--- src/rtl/spi_pkg.sv ---
// Shared SPI definitions: mode encodings, clock polarity/phase helpers and the link state type.
package spi_pkg;

  typedef enum logic [1:0] {
    SPI_MODE0 = 2'd0,
    SPI_MODE1 = 2'd1,
    SPI_MODE2 = 2'd2,
    SPI_MODE3 = 2'd3
  } spi_mode_e;

  typedef enum logic {
    ST_IDLE   = 1'b0,
    ST_ACTIVE = 1'b1
  } spi_state_e;

  function automatic logic cpol(input logic [1:0] mode);
    return mode[1];
  endfunction

  function automatic logic cpha(input logic [1:0] mode);
    return mode[0];
  endfunction

endpackage

--- src/rtl/spi_sync_2ff.sv ---
// Single-bit two-flop synchronizer with a configurable reset value.
module spi_sync_2ff #(
  parameter logic RST_VAL = 1'b0
) (
  input  logic clk_i,
  input  logic rst_ni,
  input  logic d_i,
  output logic q_o
);

  logic meta_q;
  logic sync_q;

  // Two-stage capture of the asynchronous input
  always_ff @(posedge clk_i or negedge rst_ni) begin
    if (!rst_ni) begin
      meta_q <= RST_VAL;
      sync_q <= RST_VAL;
    end else begin
      meta_q <= d_i;
      sync_q <= meta_q;
    end
  end

  assign q_o = sync_q;

endmodule

--- src/rtl/spi_slave.sv ---
// Oversampling SPI target: MSB-first words in any SPI mode, one-entry transmit holding register,
// one-cycle receive strobe and status pulses.
module spi_slave
  import spi_pkg::*;
#(
  parameter int unsigned MODE       = 3,
  parameter int unsigned DATA_WIDTH = 32
) (
  input  logic                  clk,
  input  logic                  rst_n,
  input  logic                  sclk,
  input  logic                  ss_n,
  input  logic                  mosi,
  output logic                  miso,
  output logic                  miso_oe,
  input  logic [DATA_WIDTH-1:0] tx_data,
  input  logic                  tx_valid,
  output logic                  tx_ready,
  output logic [DATA_WIDTH-1:0] rx_data,
  output logic                  rx_valid,
  output logic                  busy,
  output logic                  irq,
  output logic                  tx_underrun,
  output logic                  frame_abort
);

  localparam logic CPOL  = cpol(2'(MODE));
  localparam logic CPHA  = cpha(2'(MODE));
  localparam int   CNT_W = $clog2(DATA_WIDTH + 1);
  localparam logic [CNT_W-1:0] LAST_BIT = CNT_W'(DATA_WIDTH - 1);

  logic sclk_s, ss_n_s, mosi_s;

  spi_sync_2ff #(.RST_VAL(CPOL)) u_sync_sclk (.clk_i(clk), .rst_ni(rst_n), .d_i(sclk), .q_o(sclk_s));
  spi_sync_2ff #(.RST_VAL(1'b1)) u_sync_ss   (.clk_i(clk), .rst_ni(rst_n), .d_i(ss_n), .q_o(ss_n_s));
  spi_sync_2ff #(.RST_VAL(1'b0)) u_sync_mosi (.clk_i(clk), .rst_ni(rst_n), .d_i(mosi), .q_o(mosi_s));

  spi_state_e            state_q;
  logic                  sclk_prev_q;
  logic [CNT_W-1:0]      bit_cnt_q;
  logic [DATA_WIDTH-1:0] tx_shift_q;
  logic [DATA_WIDTH-1:0] rx_shift_q;
  logic [DATA_WIDTH-1:0] hold_q;
  logic                  hold_empty_q;
  logic [DATA_WIDTH-1:0] rx_data_q;
  logic                  miso_oe_q, busy_q, rx_valid_q, irq_q, tx_underrun_q, frame_abort_q;

  logic                  sclk_rise_s, sclk_fall_s, lead_s, trail_s, sample_edge_s, shift_edge_s;
  logic                  active_s, enter_s, do_sample_s, word_done_s, load_s, accept_s;
  logic [DATA_WIDTH-1:0] rx_shift_d, load_word_d;

  assign sclk_rise_s   = sclk_s & ~sclk_prev_q;
  assign sclk_fall_s   = ~sclk_s & sclk_prev_q;
  assign lead_s        = CPOL ? sclk_fall_s : sclk_rise_s;
  assign trail_s       = CPOL ? sclk_rise_s : sclk_fall_s;
  assign sample_edge_s = CPHA ? trail_s : lead_s;
  assign shift_edge_s  = CPHA ? lead_s : trail_s;

  assign active_s    = (state_q == ST_ACTIVE);
  assign enter_s     = ~active_s & ~ss_n_s;
  assign do_sample_s = active_s & ~ss_n_s & sample_edge_s;
  assign word_done_s = do_sample_s & (bit_cnt_q == LAST_BIT);
  assign load_s      = enter_s | word_done_s;
  assign accept_s    = tx_valid & hold_empty_q;
  assign rx_shift_d  = {rx_shift_q[DATA_WIDTH-2:0], mosi_s};
  assign load_word_d = hold_empty_q ? '0 : hold_q;

  // Frame FSM, shift registers, holding register and status pulses
  always_ff @(posedge clk or negedge rst_n) begin
    if (!rst_n) begin
      state_q       <= ST_IDLE;
      sclk_prev_q   <= CPOL;
      bit_cnt_q     <= '0;
      tx_shift_q    <= '0;
      rx_shift_q    <= '0;
      hold_q        <= '0;
      hold_empty_q  <= 1'b1;
      rx_data_q     <= '0;
      miso_oe_q     <= 1'b0;
      busy_q        <= 1'b0;
      rx_valid_q    <= 1'b0;
      irq_q         <= 1'b0;
      tx_underrun_q <= 1'b0;
      frame_abort_q <= 1'b0;
    end else begin
      sclk_prev_q   <= sclk_s;
      rx_valid_q    <= 1'b0;
      irq_q         <= 1'b0;
      frame_abort_q <= 1'b0;
      tx_underrun_q <= load_s & hold_empty_q;
      if (accept_s) begin
        hold_q <= tx_data;
      end
      // A load frees the holding slot; an accept in the same cycle refills it
      hold_empty_q <= (hold_empty_q | load_s) & ~accept_s;
      case (state_q)
        ST_IDLE: begin
          if (!ss_n_s) begin
            state_q    <= ST_ACTIVE;
            busy_q     <= 1'b1;
            miso_oe_q  <= 1'b1;
            bit_cnt_q  <= '0;
            rx_shift_q <= '0;
            tx_shift_q <= load_word_d;
          end
        end
        ST_ACTIVE: begin
          if (ss_n_s) begin
            state_q       <= ST_IDLE;
            busy_q        <= 1'b0;
            miso_oe_q     <= 1'b0;
            bit_cnt_q     <= '0;
            tx_shift_q    <= '0;
            frame_abort_q <= (bit_cnt_q != '0);
          end else if (do_sample_s) begin
            rx_shift_q <= rx_shift_d;
            if (word_done_s) begin
              rx_data_q  <= rx_shift_d;
              rx_valid_q <= 1'b1;
              irq_q      <= 1'b1;
              bit_cnt_q  <= '0;
              tx_shift_q <= load_word_d;
            end else begin
              bit_cnt_q <= bit_cnt_q + CNT_W'(1);
            end
          end else if (shift_edge_s && (bit_cnt_q != '0)) begin
            tx_shift_q <= {tx_shift_q[DATA_WIDTH-2:0], 1'b0};
          end
        end
        default: begin
          state_q   <= ST_IDLE;
          busy_q    <= 1'b0;
          miso_oe_q <= 1'b0;
          bit_cnt_q <= '0;
        end
      endcase
    end
  end

  assign miso        = miso_oe_q & tx_shift_q[DATA_WIDTH-1];
  assign miso_oe     = miso_oe_q;
  assign tx_ready    = hold_empty_q;
  assign rx_data     = rx_data_q;
  assign rx_valid    = rx_valid_q;
  assign busy        = busy_q;
  assign irq         = irq_q;
  assign tx_underrun = tx_underrun_q;
  assign frame_abort = frame_abort_q;

endmodule

--- config.mk ---
export PLATFORM = sky130hd
export DESIGN_NAME = spi_slave
export DESIGN_NICKNAME = d
export VERILOG_FILES = /design/src/rtl/spi_pkg.sv /design/src/rtl/spi_sync_2ff.sv /design/src/rtl/spi_slave.sv
export SDC_FILE = /design/constraint.sdc
export NUM_CORES = 1
export LEC_CHECK = 0
export ABC_AREA = 0
export BUFFER_PORTS_ARGS = -buffer_cell sky130_fd_sc_hd__clkbuf_2
export CELL_PAD_IN_SITES_DETAIL_PLACEMENT = 1
export CELL_PAD_IN_SITES_GLOBAL_PLACEMENT = 2
export CORE_ASPECT_RATIO = 2
export CORE_UTILIZATION = 38
export DETAILED_ROUTE_END_ITERATION = 10
export PLACE_DENSITY = 0.85
export SETUP_SLACK_MARGIN = 0.02
export SYNTH_ARGS = -nofsm -noshare
export SYNTH_HDL_FRONTEND = slang
export SYNTH_SLANG_ARGS = --single-unit
--- constraint.sdc ---
create_clock -name clk -period 2.55 [get_ports clk]
set_input_delay 0.51 -clock clk [delete_from_list [all_inputs] [get_ports clk]]
set_output_delay 0.51 -clock clk [all_outputs]
set_load 0.02 [all_outputs]
==> run_results.csv, run 1 <==
group,metric,value,unit
clocking,cts_tree,"done",
die,initial_core_util,38.9,%
placement,portBuffers,77,
timing,finalCriticalPeriod,2.23,ns
critical_path,crit_family,"simple AND/OR/NAND/NOR gates",
clocking,ctsResizeCount,0,
synthesis,yosysWarningCount,0,
critical_path,cp.required,2.85,ns
outcome,outcome,"completed",
drt,viasPerCell,5.12,
timing,finalCritPeriodShare,87.4,%
drt,post_drt_wl_per_cell,17.4,µm
cells_and_area,layout_common_cells,"dfrtp_1 (139), clkbuf_2 (76), nand2_1 (72)",
drt,ant_nets,0,
critical_path,reg2regPathDepth,7,
timing,tns,0,ns
global_route,grt_max_degree,71,
run,maxCapViolations,0,
die,num_rows,67,
cells_and_area,syn_to_final_growth,18.2,%
clocking,cts.hold.buffers_added,0,
clocking,clkTransAtPathRegs,0.06,ns
global_route,grt_antenna_before_repair,0,
synthesis,async_flop_share,100,%
critical_path,cp.arrival,2.53,ns
critical_path,r2r_slack,0.32,ns
critical_path,timing.rr.start,"u_sync_ss.q_o",
clocking,cts_inserted_buffers,17,
global_route,grt_pass1_wl,25900,µm
synthesis,syn_inst,592,
critical_path,cp_max_fo,19,
die,die_width,94.9,µm
clocking,numClockSinks,146,
critical_path,cp_slowest_stage_delay,0.61,ns
timing,slew_headroom,49.3,%
cells_and_area,final_common_cell,"dfrtp_1",
cells_and_area,nets,700,
timing,fmax,0.449,GHz
clocking,insertion_delay,0.43,ns
power_and_ir_drop,vdd_ir_drop_max,0.000407,V
global_route,grt.overflow.total,0,
power_and_ir_drop,leakagePower,0.00364,µW
critical_path,worstSetupPathType,"register to register",
clocking,cts_max_path_buffers,2,
synthesis,synthesis.area,6560,µm²
global_route,first_global_vias,5034,
die,die_h,188,µm
synthesis,synth_seq_area_share,55.8,%
drt,drtIter0Drc,107,
timing,final-setup-viol-count,0,
placement,place_area,7140,µm²
die,coreArea,16800,µm²
drt,totalWireLength,15300,µm
timing,hold_viol,0,
clocking,cts_setup_buffers,0,
timing,maxSlewViolCount,0,
cells_and_area,num_antenna_cells,0,
timing,timing.hold.ws,0.0372,ns
synthesis,synth_enable_flop_cells,0,
drt,first_pass_iters,4,
synthesis,syn-num-nets,636,
cells_and_area,drive_above_1_share,29.6,%
placement,hpwl,10100,µm
cells_and_area,fin_area,7750,µm²
critical_path,slowest_stage,"and3b_1",
global_route,grt_use_total,19.2,%
critical_path,crit_chain,"inv_1 > ha_1 > and3b_1 > buf_4 > nor3_1 > o21ai_0 > mux2i_1",
power_and_ir_drop,power,6390,µW
critical_path,end_kind,"register",
critical_path,r2r-end,"tx_shift_q[11]",
clocking,root_buffer,"clkbuf_16",
synthesis,yosysUniqueCellTypes,36,
worst_hold_path,min_path_type,"input pin to async pin",
drt,num_vias,4481,
synthesis,ys_ff_latch,146,
cells_and_area,utilization,46.0,%
timing,tightestPinTransition,0.760,ns
die,dieArea,17800,µm²
power_and_ir_drop,p_per_area,825,nW/µm²
critical_path,startpoint_type,"register",
drt,drc_errors,0,
placement,place_congestion,0.728,
synthesis,avgSynthCellArea,11.1,µm²
timing,finClkSkew,0.00930,ns
critical_path,critical_path_buf_inv_count,2,
clocking,cts_max_level,4,
die,ios,78,
synthesis,synthFlopType,"dfrtp_1",
timing,rsz0062_at_grt,"no",
-- report_power, final --
part | switching, µW | internal (µW) | total (µW)
clock network | 1040 | 1550 | 2590
registers | 193 | 2660 | 2860
logic | 492 | 451 | 943
total | 1720 | 4670 | 6390
-- cell type report --
class                   count  area, µm²
clock buffers              18        429
clock inverters            14        176
fillers                  1855       9100
inverters                  35        131
multi-input cells         366       2550
flip-flops and latches    146       3660
well taps                 207        259
repair buffers             90        539
-- state kept, by name (all words and copies together), names as in the netlist, 6 cells and up --
register,count
tx_shift_q,32
rx_data,32
hold_q,32
rx_shift_q,31
bit_cnt_q,6
-- logic make-up after synthesis --
group                    count (synthesis)  synth area share (%)
AND/OR/NAND/NOR                        150                  11.1
flip-flops                             146                  55.8
AO/OA/AOI/OAI                          110                  8.86
multiplexers                            98                  17.3
XOR/XNOR                                 2                 0.267
adder cells (fa/ha/maj)                  6                  1.15
buffers and inverters                   80                  5.42
-- worst max path at each step --
stage / from / end / cells after the start
2_1_floorplan: u_sync_ss.q_o / tx_shift_q[20] / 8
3_3_place_gp: u_sync_ss.q_o / tx_shift_q[11] / 7
3_5_place_dp: u_sync_ss.q_o / tx_shift_q[11] / 7
4_1_cts: u_sync_ss.q_o / tx_shift_q[11] / 7
5_1_grt: u_sync_ss.q_o / tx_shift_q[11] / 7
6_report: u_sync_ss.q_o / tx_shift_q[11] / 7
-- through the flow --
stage,worst slack [ns],cells
3_3_place_gp,0.398,844
3_5_place_dp,0.296,844
2_1_floorplan,0.572,592
5_1_grt,0.114,876
4_1_cts,0.293,876
6_report,0.322,876
-- cells in the mapped netlist (all sizes together), types with 3 or more instances --
library cell	number	share of area, %
nor3	31	2.5
nand2	72	4.1
nor2	3	0.17
dfstp	6	2.4
a21oi	34	2.6
dfrtp	140	53
ha	6	1.1
and3	3	0.29
nand2b	32	3.1
inv	35	2.0
clkbuf	29	1.7
nand4	3	0.29
o21ai	66	5.0
mux2	67	13
mux2i	31	4.7
buf	16	1.8
-- per-layer routing --
layer / up-vias / wire length [µm] / global-route usage, %
li1: 2114 / - / -
met1: 2287 / 5890 / 21.2
met2: 64 / 8750 / 35.2
met3: 16 / 405 / 4.18
met4: 0 / 229 / 6.59
met5: - / 0 / 0
-- worst reg2reg max path: stages, from the launching register on --
cell	delay, ns
dfstp_2	0.40
inv_1	0.13
ha_1	0.19
and3b_1	0.61
buf_4	0.36
nor3_1	0.07
o21ai_0	0.22
mux2i_1	0.12
No activity file was read; power rests on OpenSTA's default activity.
==> run 2: changes to the inputs <==
- RECOVER_POWER: default -> 100
==> run_results.csv, run 2 (same netlist as run 1, synthesis figures left out) <==
group,metric,value,unit
power_and_ir_drop,switchingPower,1720,µW
global_route,first_global_vias,5034,
timing,hold_viol,0,
clocking,cts_setup_buffers,0,
cells_and_area,layout_common_cells,"dfrtp_1 (139), nand2_1 (72), o21ai_0 (65)",
timing,timing.hold.ws,0.160,ns
clocking,cts_tree,"done",
power_and_ir_drop,p_per_area,840,nW/µm²
cells_and_area,nets,700,
power_and_ir_drop,pwr-share-comb,14.6,%
die,coreArea,16800,µm²
power_and_ir_drop,leakagePower,0.00349,µW
critical_path,crit_chain,"inv_1 > ha_1 > and3b_1 > buf_4 > nor3_1 > o21ai_0 > mux2i_1",
critical_path,worstSetupPathType,"register to register",
timing,maxSlewViolCount,0,
placement,portBuffers,77,
placement,hpwl,10100,µm
clocking,clkTransAtPathRegs,0.06,ns
timing,tightestPinTransition,1.48,ns
run,maxCapViolations,0,
cells_and_area,num_antenna_cells,0,
critical_path,startpoint_type,"register",
cells_and_area,drive_above_1_share,20.2,%
timing,slew_headroom,1.15,%
critical_path,cp.required,2.85,ns
global_route,grt_use_total,19.2,%
clocking,ctsResizeCount,0,
clocking,insertion_delay,0.44,ns
die,num_rows,67,
placement,place_area,7140,µm²
critical_path,cp.arrival,2.54,ns
power_and_ir_drop,vdd_ir_drop_max,0.000407,V
power_and_ir_drop,clockPowerShare,40.6,%
global_route,grt_pass1_wl,25900,µm
placement,dp.cells,844,
power_and_ir_drop,seqPwrFrac,44.7,%
clocking,numClockSinks,146,
clocking,cts_max_path_buffers,2,
cells_and_area,syn_to_final_growth,15.9,%
drt,ant_nets,0,
timing,rsz0062_at_grt,"no",
cells_and_area,utilization,45.1,%
cells_and_area,fin_cells,876,
timing,finalCritPeriodShare,87.8,%
timing,fmax,0.446,GHz
global_route,grt.overflow.total,0,
critical_path,end_kind,"register",
clocking,cts_inserted_buffers,17,
timing,tns,0,ns
die,die_width,94.9,µm
power_and_ir_drop,intPower,4660,µW
placement,place_congestion,0.728,
global_route,grt_max_degree,71,
drt,viasPerCell,5.10,
drt,first_pass_iters,4,
clocking,root_buffer,"clkbuf_16",
drt,drc_errors,0,
clocking,cts_max_level,4,
drt,totalWireLength,15300,µm
die,initial_core_util,38.9,%
timing,finalCriticalPeriod,2.24,ns
drt,num_vias,4471,
drt,drtIter0Drc,113,
timing,final-setup-viol-count,0,
outcome,outcome,"completed",
critical_path,cp_slowest_stage_delay,0.61,ns
power_and_ir_drop,switching_share,27.0,%
clocking,cts.hold.buffers_added,0,
critical_path,slowest_stage,"and3b_1",
cells_and_area,n_fill_cell,1885,
worst_hold_path,min_path_type,"input pin to register",
global_route,grt_antenna_before_repair,0,
drt,post_drt_wl_per_cell,17.4,µm
die,die_h,188,µm
die,ios,78,
cells_and_area,fin_area,7600,µm²
cells_and_area,final_common_cell,"dfrtp_1",
timing,finClkSkew,0.00951,ns
critical_path,cp_max_fo,19,
die,dieArea,17800,µm²
[run 2: changes by cell type in the layout (fill, tap and decap cells not counted), moves of 6 or more]
| cell | delta |
|---|---|
| clkbuf_2 | -35 |
| mux2_4 | -19 |
| clkbuf_1 | +41 |
| buf_4 | -6 |
| mux2_1 | +20 |
[run 2: layout make-up]
| type | instances | area, µm² | share of cell area [%] |
|---|---|---|---|
| Clock inverter | 14 | 176 | 2.32 |
| Inverter | 35 | 131 | 1.73 |
| Tap cell | 207 | 259 | 3.41 |
| Multi-Input combinational cell | 366 | 2470 | 32.5 |
| Timing Repair Buffer | 90 | 469 | 6.18 |
| Sequential cell | 146 | 3660 | 48.2 |
| Clock buffer | 18 | 429 | 5.65 |
[run 2: final timing paths]
| check | start | to | slack [ns] | cells after the start |
|---|---|---|---|---|
| worst max-delay path | u_sync_ss.q_o | tx_shift_q[11] | 0.31 | 7 |
| worst min-delay path | sclk | u_sync_sclk.meta_q | 0.16 | 1 |
| worst max register to register | u_sync_ss.q_o | tx_shift_q[11] | 0.31 | 7 |
| worst min register to register | u_sync_ss.meta_q | u_sync_ss.q_o | 0.37 | 0 |
| max in group asynchronous | rst_n | hold_q[16] | 0.70 | 2 |
| min in group asynchronous | rst_n | hold_q[26] | 0.43 | 1 |
[run 2: metrics by stage]
| stage | total power, µW | setup slack (ns) |
|---|---|---|
| floorplan | 3520 | 0.572 |
| global placement | 3790 | 0.398 |
| detailed placement | 3850 | 0.296 |
| CTS | 6490 | 0.293 |
| global route | 6700 | 0.0965 |
| finish | 6380 | 0.310 |
[run 2: metal layers]
| metal | vias up | GRT usage, % | wire length [µm] |
|---|---|---|---|
| met2 | 63 | 35.2 | 8750 |
| met5 | - | 0 | 0 |
| met1 | 2276 | 21.2 | 5870 |
| met3 | 17 | 4.18 | 399 |
| li1 | 2115 | - | - |
| met4 | 0 | 6.59 | 238 |
[run 2: worst max-delay path: cells and delay by family, from the launching register on]
family / cells / cell delay, ns
mux: 1 / 0.12
simple gates: 2 / 0.67
buf+inv: 2 / 0.49
fa+ha+maj: 1 / 0.19
flops: 1 / 0.40
compound gates: 1 / 0.24
[run 2: power by group through the flow]
stage          combinational [µW]  sequential [µW]  clock (µW)
4_1_cts                       968             2860        2660
3_3_place_gp                  911             2880           0
5_1_grt                      1050             2900        2750
2_1_floorplan                 708             2810           0
6_report                      933             2850        2590
3_5_place_dp                  950             2900           0
==> run 3: changes to the inputs <==
- GPL_TIMING_DRIVEN: default -> 0
==> run_results.csv, run 3 (same netlist as run 1, synthesis figures left out) <==
group,metric,value,unit
outcome,outcome,"completed",
global_route,grt_use_total,19.7,%
critical_path,cp_slowest_stage_delay,0.54,ns
critical_path,r2r-end,"rx_data[9]",
cells_and_area,drive_above_1_share,23.2,%
cells_and_area,syn_to_final_growth,17.8,%
die,dieArea,17800,µm²
timing,tightestPinTransition,1.24,ns
run,maxCapViolations,0,
timing,hold_viol,0,
die,coreArea,16800,µm²
global_route,grt_antenna_before_repair,0,
placement,portBuffers,77,
critical_path,reg2regPathDepth,6,
clocking,cts_tree,"done",
timing,slew_headroom,17.2,%
power_and_ir_drop,power,6180,µW
critical_path,cp.required,2.84,ns
timing,finalCritPeriodShare,94.2,%
placement,place_area,7240,µm²
die,die_width,94.9,µm
critical_path,r2r_slack,0.15,ns
drt,num_vias,4643,
global_route,first_global_vias,5255,
clocking,clkTransAtPathRegs,0.06,ns
drt,totalWireLength,16000,µm
critical_path,cp.depth,6,
critical_path,crit_chain,"ha_1 > nand4_1 > or2_1 > nor3_2 > buf_6 > mux2_2",
placement,dp.cells,877,
critical_path,timing.rr.start,"bit_cnt_q[0]",
critical_path,cp-startpoint,"bit_cnt_q[0]",
global_route,grt.overflow.total,0,
timing,maxSlewViolCount,0,
global_route,grt_pass1_wl,26800,µm
clocking,numClockSinks,146,
die,die_h,188,µm
cells_and_area,layout_common_cells,"dfrtp_1 (140), nand2_1 (72), clkbuf_1 (65), o21ai_0 (65)",
drt,first_pass_iters,4,
timing,rsz0062_at_grt,"yes",
power_and_ir_drop,vdd_ir_drop_max,0.000494,V
cells_and_area,n_fill_cell,1902,
drt,viasPerCell,5.11,
placement,place_congestion,0.772,
critical_path,worstSetupPathType,"register to register",
timing,finClkSkew,0.0118,ns
die,num_rows,67,
cells_and_area,nets,733,
clocking,ctsResizeCount,6,
timing,final-setup-viol-count,0,
drt,drc_errors,0,
clocking,insertion_delay,0.42,ns
clocking,cts_setup_buffers,0,
critical_path,cp_max_fo,10,
cells_and_area,fin_area,7720,µm²
critical_path,critical_path_buf_inv_count,1,
cells_and_area,utilization,45.8,%
die,initial_core_util,38.9,%
clocking,cts_max_level,4,
drt,drtIter0Drc,156,
die,ios,78,
timing,fmax,0.416,GHz
cells_and_area,fin_cells,909,
critical_path,crit_path_end,"rx_data[9]",
clocking,cts_max_path_buffers,2,
drt,post_drt_wl_per_cell,17.6,µm
power_and_ir_drop,leakagePower,0.00351,µW
placement,hpwl,11500,µm
power_and_ir_drop,p_per_area,799,nW/µm²
critical_path,crit_family,"simple AND/OR/NAND/NOR gates",
critical_path,end_kind,"register",
worst_hold_path,min_path_type,"input pin to register",
cells_and_area,final_common_cell,"dfrtp_1",
drt,ant_nets,0,
critical_path,startpoint_type,"register",
clocking,cts.hold.buffers_added,0,
critical_path,slowest_stage,"nor3_2",
cells_and_area,num_antenna_cells,0,
clocking,cts_inserted_buffers,17,
timing,finalCriticalPeriod,2.40,ns
critical_path,cp.arrival,2.70,ns
global_route,grt_max_degree,97,
clocking,root_buffer,"clkbuf_16",
==> run 3: area by class of cell <==
type	count	area [µm²]	area share, %
inverter	35	131	1.70
buffer	45	234	3.03
timing repair buffer	78	345	4.47
clock buffer	20	447	5.78
clock inverter	12	110	1.43
sequential	146	3660	47.4
tap	207	259	3.35
multi-input combinational	366	2540	32.8
==> run 3: per-layer routing <==
| layer | part of all wire [%] | vias up | track usage [%] |
|---|---|---|---|
| li1 | - | 2186 | - |
| met1 | 37 | 2371 | 21.0 |
| met2 | 58 | 65 | 36.1 |
| met3 | 2.5 | 21 | 3.89 |
| met4 | 2.5 | 0 | 8.68 |
| met5 | 0 | - | 0 |
==> run 3: power breakdown <==
| part | switching [µW] | internal (µW) | total (µW) |
|---|---|---|---|
| sequential | 164 | 2660 | 2820 |
| combinational | 545 | 452 | 997 |
| clock | 986 | 1370 | 2350 |
==> run 3: worst min path at each step <==
stage | startpoint | to | depth (start not counted)
finish | ss_n | u_sync_ss.meta_q | 1
global route | ss_n | u_sync_ss.meta_q | 1
CTS | rst_n | tx_shift_q[29] | 1
detailed placement | u_sync_mosi.meta_q | u_sync_mosi.q_o | 0
global placement | u_sync_mosi.meta_q | u_sync_mosi.q_o | 0
floorplan | rst_n | active_s | 0
==> run 3: worst register-to-register path, cell delays in order, from the launching register on <==
cell and delay [ns]:
dfrtp_1 0.41, ha_1 0.26, nand4_1 0.19, or2_1 0.29
nor3_2 0.54, buf_6 0.24, mux2_2 0.35
==> run 3: metrics by stage <==
| stage | setup TNS [ns] | hold WS, ns | worst slack, ns |
|---|---|---|---|
| 4_1_cts | 0 | 0.0408 | 0.0250 |
| 5_1_grt | -0.419 | 0.166 | -0.0243 |
| 3_3_place_gp | -210.46 | 0.333 | -1.48 |
| 2_1_floorplan | 0 | 0.214 | 0.572 |
| 6_report | 0 | 0.188 | 0.149 |
| 3_5_place_dp | -4.43 | 0.346 | -0.174 |
